**src/rtl/bus_sched.sv**
```systemverilog
// Three-master round-robin bus scheduler with beat-limited tenures.
// Each tenure is followed by one GAP cycle and one IDLE cycle.
module bus_sched #(
    parameter int unsigned MAX_BEATS = 8
) (
    input  logic       clk,
    input  logic       reset_n,
    input  logic       m0_req,
    input  logic       m1_req,
    input  logic       m2_req,
    input  logic       s_ready,
    output logic       m0_grant,
    output logic       m1_grant,
    output logic       m2_grant,
    output logic       busy,
    output logic [1:0] owner,
    output logic [3:0] beat_cnt
);

    typedef enum logic [1:0] {StIdle, StBusy, StGap} state_t;

    localparam logic [3:0] CntLast = 4'(MAX_BEATS - 1);
    localparam logic [1:0] NoOwner = 2'd3;

    state_t     state;
    logic [1:0] last_owner;
    logic [2:0] req;
    logic [1:0] winner;
    logic       owner_req;
    logic       release_now;

    assign req = {m2_req, m1_req, m0_req};

    // Round-robin search starts one past the previous owner.
    always_comb begin
        winner = 2'd0;
        case (last_owner)
            2'd0: begin
                if (req[1])      winner = 2'd1;
                else if (req[2]) winner = 2'd2;
                else             winner = 2'd0;
            end
            2'd1: begin
                if (req[2])      winner = 2'd2;
                else if (req[0]) winner = 2'd0;
                else             winner = 2'd1;
            end
            default: begin
                if (req[0])      winner = 2'd0;
                else if (req[1]) winner = 2'd1;
                else             winner = 2'd2;
            end
        endcase
    end

    always_comb begin
        owner_req = 1'b0;
        case (owner)
            2'd0:    owner_req = req[0];
            2'd1:    owner_req = req[1];
            2'd2:    owner_req = req[2];
            default: owner_req = 1'b0;
        endcase
    end

    // A dropped request wins over a coincident beat: the beat is not counted.
    assign release_now = !owner_req || (s_ready && (beat_cnt == CntLast));

    always_ff @(posedge clk or negedge reset_n) begin
        if (!reset_n) begin
            state      <= StIdle;
            last_owner <= 2'd2;
            m0_grant   <= 1'b0;
            m1_grant   <= 1'b0;
            m2_grant   <= 1'b0;
            busy       <= 1'b0;
            owner      <= NoOwner;
            beat_cnt   <= 4'd0;
        end else begin
            case (state)
                StIdle: begin
                    if (|req) begin
                        state    <= StBusy;
                        owner    <= winner;
                        m0_grant <= (winner == 2'd0);
                        m1_grant <= (winner == 2'd1);
                        m2_grant <= (winner == 2'd2);
                        busy     <= 1'b1;
                        beat_cnt <= 4'd0;
                    end
                end
                StBusy: begin
                    if (release_now) begin
                        state      <= StGap;
                        last_owner <= owner;
                        owner      <= NoOwner;
                        m0_grant   <= 1'b0;
                        m1_grant   <= 1'b0;
                        m2_grant   <= 1'b0;
                        busy       <= 1'b0;
                        beat_cnt   <= 4'd0;
                    end else if (s_ready) begin
                        beat_cnt <= beat_cnt + 4'd1;
                    end
                end
                StGap: begin
                    state <= StIdle;
                end
                default: begin
                    state <= StIdle;
                end
            endcase
        end
    end

endmodule

```
**config.mk**
```make
export PLATFORM = sky130hd
export DESIGN_NAME = bus_sched
export DESIGN_NICKNAME = d
export VERILOG_FILES = /design/src/rtl/bus_sched.sv
export SDC_FILE = /design/constraint.sdc
export NUM_CORES = 1
export LEC_CHECK = 0
export ABC_AREA = 1
export CAP_MARGIN = 20
export CORE_MARGIN = 5
export CORE_UTILIZATION = 39
export DETAILED_ROUTE_END_ITERATION = 16
export PLACE_DENSITY = 0.63
export SYNTH_ARGS = -nofsm -noshare
export SYNTH_HDL_FRONTEND = slang
export SYNTH_SLANG_ARGS = --single-unit
```
**constraint.sdc**
```tcl
create_clock -name clk -period 1.6 [get_ports clk]
set_input_delay 0.48 -clock clk [delete_from_list [all_inputs] [get_ports clk]]
set_output_delay 0.48 -clock clk [all_outputs]
set_load 0.005 [all_outputs]
```
==> results of run 1 <==
[layer usage]
metal	track usage [%]	vias up
met4	4.858	0
met5	0	-
met2	24.80	14
met1	18.95	339
li1	-	400
met3	2.681	0
[registers in the layout, summed over array words and instances (netlist names)]
name,count
m0_grant,1
beat_cnt,4
owner,2
state,2
m1_grant,1
last_owner,2
m2_grant,1
busy,1
[final cells by class]
class	count	area, sq um	share of cell area, %
repair buffers	30	250.2	22.47
flip-flops and latches	14	354.1	31.80
well taps	27	33.78	3.034
inverters	14	52.55	4.719
clock buffers	4	36.28	3.258
multi-input cells	73	386.6	34.72
[path summary, 6_finish.rpt]
kind,endpoint,cells after the start,slack [ps]
max in group asynchronous,beat_cnt[2],2,740
hold / removal,last_owner[0],1,440
min in group clk,m2_grant,2,470
setup / recovery,owner[0],1,70
setup reg to reg,busy,9,160
hold reg to reg,m2_grant,2,470
[power groups by stage]
stage	logic, W	clock network [W]	registers [W]
2_1_floorplan	0.000544	0	0.000641
3_3_place_gp	0.000929	0	0.000655
3_5_place_dp	0.000946	0	0.000656
4_1_cts	0.00100	0.000266	0.000612
5_1_grt	0.00112	0.000285	0.000630
6_report	0.000989	0.000254	0.000613
[stage by stage]
step	util, %	std cells	hold slack (ps)
floorplan	-	101	184.4
global placement	53.41	151	459.4
detailed placement	53.41	151	460.5
CTS	57.35	162	438.2
global route	57.35	162	443.2
finish	57.35	162	439.6
[cells in the final DEF (no fill, tap or decap), types with 2 or more instances in the layout]
| cell | instances |
|---|---|
| buf_4 | 15 |
| clkbuf_4 | 3 |
| clkdlybuf4s50_1 | 5 |
| dfrtp_1 | 11 |
| dfstp_2 | 3 |
| dlygate4sd2_1 | 10 |
| inv_1 | 11 |
| inv_2 | 3 |
| nand2_1 | 34 |
| nand2_2 | 2 |
| nand3_1 | 11 |
| nand3_2 | 2 |
| nand4_1 | 7 |
| nor2_1 | 6 |
| o21ai_1 | 5 |
[logic make-up after synthesis]
group,count (synthesis),share of synthesized area [%]
flops,14,44.64
simple gates,66,41.32
buf+inv,14,6.625
fa+ha+maj,1,1.577
compound gates,6,5.835
[repair_timing]
| action | in CTS | in global routing |
|---|---|---|
| gates resized for setup | 10 | 0 |
| setup endpoints to repair | 10 | 0 |
| setup buffers | 7 | 0 |
==> impl_metrics.ini, run 1 <==
[outcome]
status = finished, final reports clean

[clocking]
cts_sinks = 14
number_of_buffers_added_by_the_clock_tree_synthesis_step = 3
cts-root-buf = clkbuf_4
htree_levels = 1
clk_transition_reported_paths_ps = 90
ctsLongestPathBuffers = 2
cts-hold-fix-buffers = 0
clock_insertion_delay_at_the_later_pin_of_the_skew_report_ps = 280
tritoncts = built

[sta]
tightest_pin_transition_ps = 272.5
maxSlewViolCount = 0
timing.final.crit_share_pct = 95.64
timing.setup.tns_ps = 0
setup-violations-final = 0
fmax_mhz = 653.5
final_critical_path_setup_slack_ps = 69.81
final.setup_skew_ps = 6.904
grt_setup_unrepaired = false
maxSlewHeadroom_pct = 81.78
final.min_clock_period_ps = 1530
timing.final.hold_violations = 0

[placement]
pre_cts_slack_ps = -177.6
port_buffer_count = 15
dpl.hpwl_mm = 1.444
post_dp_cell_area_sq_mm = 0.001037
gp_congestion = 0.9055

[pwr]
power_per_cell_area_mw_per_mm2 = 1667
internal_power_w = 0.001095
leakagePower_nw = 0.6002
total_switching_power_w = 0.0007611
post-layout-total-power_w = 0.001856
sequentialPowerShare_pct = 33.0
vdd_ir_drop_max_uv = 949.5
power.combinational.fraction_pct = 53.3
power.share.switching_pct = 41.00
power_frac_clock_pct = 13.7

[route]
first_pass_iters = 5
detailedRoute.firstIterationViolations = 10
dr_wl_met3_microns = 102
viasPerCell = 4.648
postRouteAntennaNets = 0
detail_route.wirelength_mm = 1.843
top_layer_used = met3
drc_errors = 0
routed-via-count = 753
met2WireLength_microns = 892
routed_wire_length_per_instance_microns = 11.38
detail_route.wirelength.met1_microns = 848

[synth]
netlist_top_cells_area = dfrtp_1, nand2_1, dfstp_2, nand3_1, nand4_1
syn_avg_cell_area_sq_um = 7.854
synthFlopType = dfrtp_1
postSynthRegisterBits = 14
yosys-top-cells-count = nand2_1, dfrtp_1, inv_1, nand3_1, nand4_1
synth_nets = 108
netlist_area_sq_um = 793.3
number_of_enable_flip_flop_cells_after_synthesis = 0
synth_most_common_cell = nand2_1
yosysSeqAreaShare_pct = 44.64
yosys_warnings = 0
synth.top_cell.area_share_pct = 34.70
syn-instance-count = 101
yosysUniqueCellTypes = 17
asyncSetResetFlopFracSynth_pct = 100.0
yosys.area.top_type = dfrtp_1

[finish]
antenna_cells = 0
final_layout_size_suffix_gt1_share_pct = 25.19
post-route-cell-area_sq_mm = 0.001114
areaGrowthSynthToFinish_pct = 40.38
finish.net_count = 143
fillCellCount = 200

[floorplanning]
chipHeight_microns = 55.10
dieArea_sq_mm = 0.003036
dieWidth_microns = 55.10
core_area_sq_mm = 0.001942
pin_count = 16
placementRows = 16
initial_util_pct = 40.85

[global_routing]
first_global_vias = 740
antenna_found_initial = 0
grt_remaining_overflow = 0
global_route_wire_length_before_repair_mm = 3.194
track_usage_pct = 14.75
grt_max_degree = 10

[critical_path]
worst-path-buf-inv = 1
worst_r2r_startpoint = beat_cnt[0]
cp-startpoint = owner[0]
critPathMaxStageDelay_ps = 540
cp_top_family = flip-flops
timing.critical_path.fanout_max = 2
worstPathRequired_ps = 1120
critPathCaptureType = primary output
setup.worst_path.start_class = register
worst-endpoint-arrival_ps = 1050
worstPathCellList = dlygate4sd2_1
critPathKind = reg2out
timing.critical_path.slowest_stage_cell = dfstp_2

[hold_path]
hold_path.class = in2async

[job]
maxCapViolCount = 0
Note: power is estimated with default switching activity, not from simulation.
==> inputs of run 2 (changes only) <==
RECOVER_POWER = 25   (was unset)
TNS_END_PERCENT = 5   (was unset)
==> run 2 against run 1 <==
Net effect: critical path depth did not move; total power fell by 2.1%; register-to-register slack barely moved; via count fell by 2.8%; maximum frequency fell by 0.68%; critical path type unchanged; largest power group unchanged.
==> impl_metrics.ini, run 2 (synthesized netlist as in run 1, its figures left out) <==
[outcome]
status = finished, final reports clean

[floorplanning]
initial_util_pct = 40.85
chipHeight_microns = 55.10
dieWidth_microns = 55.10
pin_count = 16
placementRows = 16
dieArea_sq_mm = 0.003036
core_area_sq_mm = 0.001942

[hold_path]
hold_path.class = reg2reg
whs_path_depth = 2
min_to = m2_grant
min_from = m2_grant

[critical_path]
worst_r2r_endpoint = busy
worstPathRequired_ps = 1120
critPathKind = reg2out
critPathCaptureType = primary output
worst-endpoint-arrival_ps = 1060
timing.reg2reg.worst_path_depth = 8
timing.critical_path.fanout_max = 2
worstPathCellList = dlygate4sd2_1
worst-path-buf-inv = 1
cp_top_family = flip-flops
worst_r2r_startpoint = owner[0]
critPathMaxStageDelay_ps = 540
timing.critical_path.slowest_stage_cell = dfstp_2
setup.worst_path.start_class = register
regToRegSetupSlack_ps = 170

[finish]
largest_register_ffs = 4
max_flop_register = beat_cnt
final_common_cell = nand2_1
layout.cells.most_common_list = nand2_1, inv_1, nand3_1, dfrtp_1, dlygate4sd2_1
areaGrowthSynthToFinish_pct = 35.17
post-route-cell-area_sq_mm = 0.001072
final_layout_size_suffix_gt1_share_pct = 21.54
layout.cells.non_filler = 157
finish.net_count = 138
antenna_cells = 0
fillCellCount = 207

[pwr]
post-layout-total-power_w = 0.001818
power_frac_clock_pct = 14.4
leakagePower_nw = 0.5703
power.combinational.fraction_pct = 51.0
internal_power_w = 0.001059
total_switching_power_w = 0.0007587
sequentialPowerShare_pct = 34.6
power_per_cell_area_mw_per_mm2 = 1695
power.share.switching_pct = 41.73
vdd_ir_drop_max_uv = 815.0

[clocking]
clk_transition_reported_paths_ps = 100
tritoncts = built
clock_insertion_delay_at_the_later_pin_of_the_skew_report_ps = 280
number_of_buffers_added_by_the_clock_tree_synthesis_step = 3
cts_sinks = 14
htree_levels = 1
cts-hold-fix-buffers = 0
cts-root-buf = clkbuf_4
ctsLongestPathBuffers = 2

[sta]
final.min_clock_period_ps = 1541
final.setup_skew_ps = 13.20
setup-violations-final = 0
fmax_mhz = 649.1
timing.setup.tns_ps = 0
finalHoldWorstSlack_ps = 473.9
grt_setup_unrepaired = false
tightest_pin_transition_ps = 513.9
maxSlewViolCount = 0
timing.final.crit_share_pct = 96.29
maxSlewHeadroom_pct = 65.74
timing.final.hold_violations = 0

[placement]
port_buffer_count = 15
dpl.hpwl_mm = 1.444
place_inst = 151
gp_congestion = 0.9055
post_dp_cell_area_sq_mm = 0.001037

[route]
top_layer_used = met3
viasPerCell = 4.662
first_pass_iters = 5
detailedRoute.firstIterationViolations = 9
postRouteAntennaNets = 0
drc_errors = 0
detail_route.wirelength_mm = 1.824
dr_wl_met3_microns = 102
detail_route.wirelength.met1_microns = 878
met2WireLength_microns = 844
routed_wire_length_per_instance_microns = 11.62
routed-via-count = 732

[global_routing]
antenna_found_initial = 0
grt_max_degree = 10
global_route_wire_length_before_repair_mm = 3.070
track_usage_pct = 14.25
first_global_vias = 693
grt_remaining_overflow = 0

[job]
maxCapViolCount = 0
## run 2: repair_timing
item,CTS,global route
buffers inserted,2,0
setup endpoints to repair,10,0
gates resized for setup,10,0
## run 2: stage by stage
| stage | util, % | setup slack, ps |
|---|---|---|
| global placement | 53.41 | -138.6 |
| detailed placement | 53.41 | -177.6 |
| CTS | 55.41 | 56.75 |
| global route | 55.22 | 6.872 |
| finish | 55.22 | 59.29 |
| floorplan | - | 371.5 |
## run 2: layer usage
layer | up-vias | track usage [%]
li1 | 388 | -
met4 | 0 | 4.858
met2 | 15 | 23.23
met5 | - | 0
met3 | 0 | 2.681
met1 | 329 | 18.78
## run 2: how the worst max path moves through the flow
stage / cells after the start / slack (ps) / end / from
after floorplan: 8 / 370 / busy / beat_cnt[0]
after global placement: 7 / -140 / beat_cnt[0] / m1_req
after detailed placement: 7 / -180 / busy / m0_req
after CTS: 1 / 60 / owner[0] / owner[0]
after global routing: 7 / 7 / m1_grant / m1_req
final: 1 / 60 / owner[0] / owner[0]
## run 2: final cells by class
type	instances	area, sq um	area share [%]
Multi-Input combinational cell	73	386.6	36.06
Sequential cell	14	354.1	33.02
Timing Repair Buffer	25	209.0	19.49
Inverter	14	52.55	4.901
Clock buffer	4	36.28	3.384
Tap cell	27	33.78	3.151
## run 2: power groups by stage
stage / combinational, W / clock [W] / sequential [W]
floorplan: 0.000544 / 0 / 0.000641
global placement: 0.000929 / 0 / 0.000655
detailed placement: 0.000946 / 0 / 0.000656
CTS: 0.000944 / 0.000266 / 0.000629
global route: 0.00106 / 0.000285 / 0.000644
finish: 0.000928 / 0.000262 / 0.000629
==> inputs of run 3 (changes only) <==
REMOVE_ABC_BUFFERS = 1   (was unset)
==> results of run 3 <==
Same layout as run 2: the final DEF is identical, and so are final timing and power.
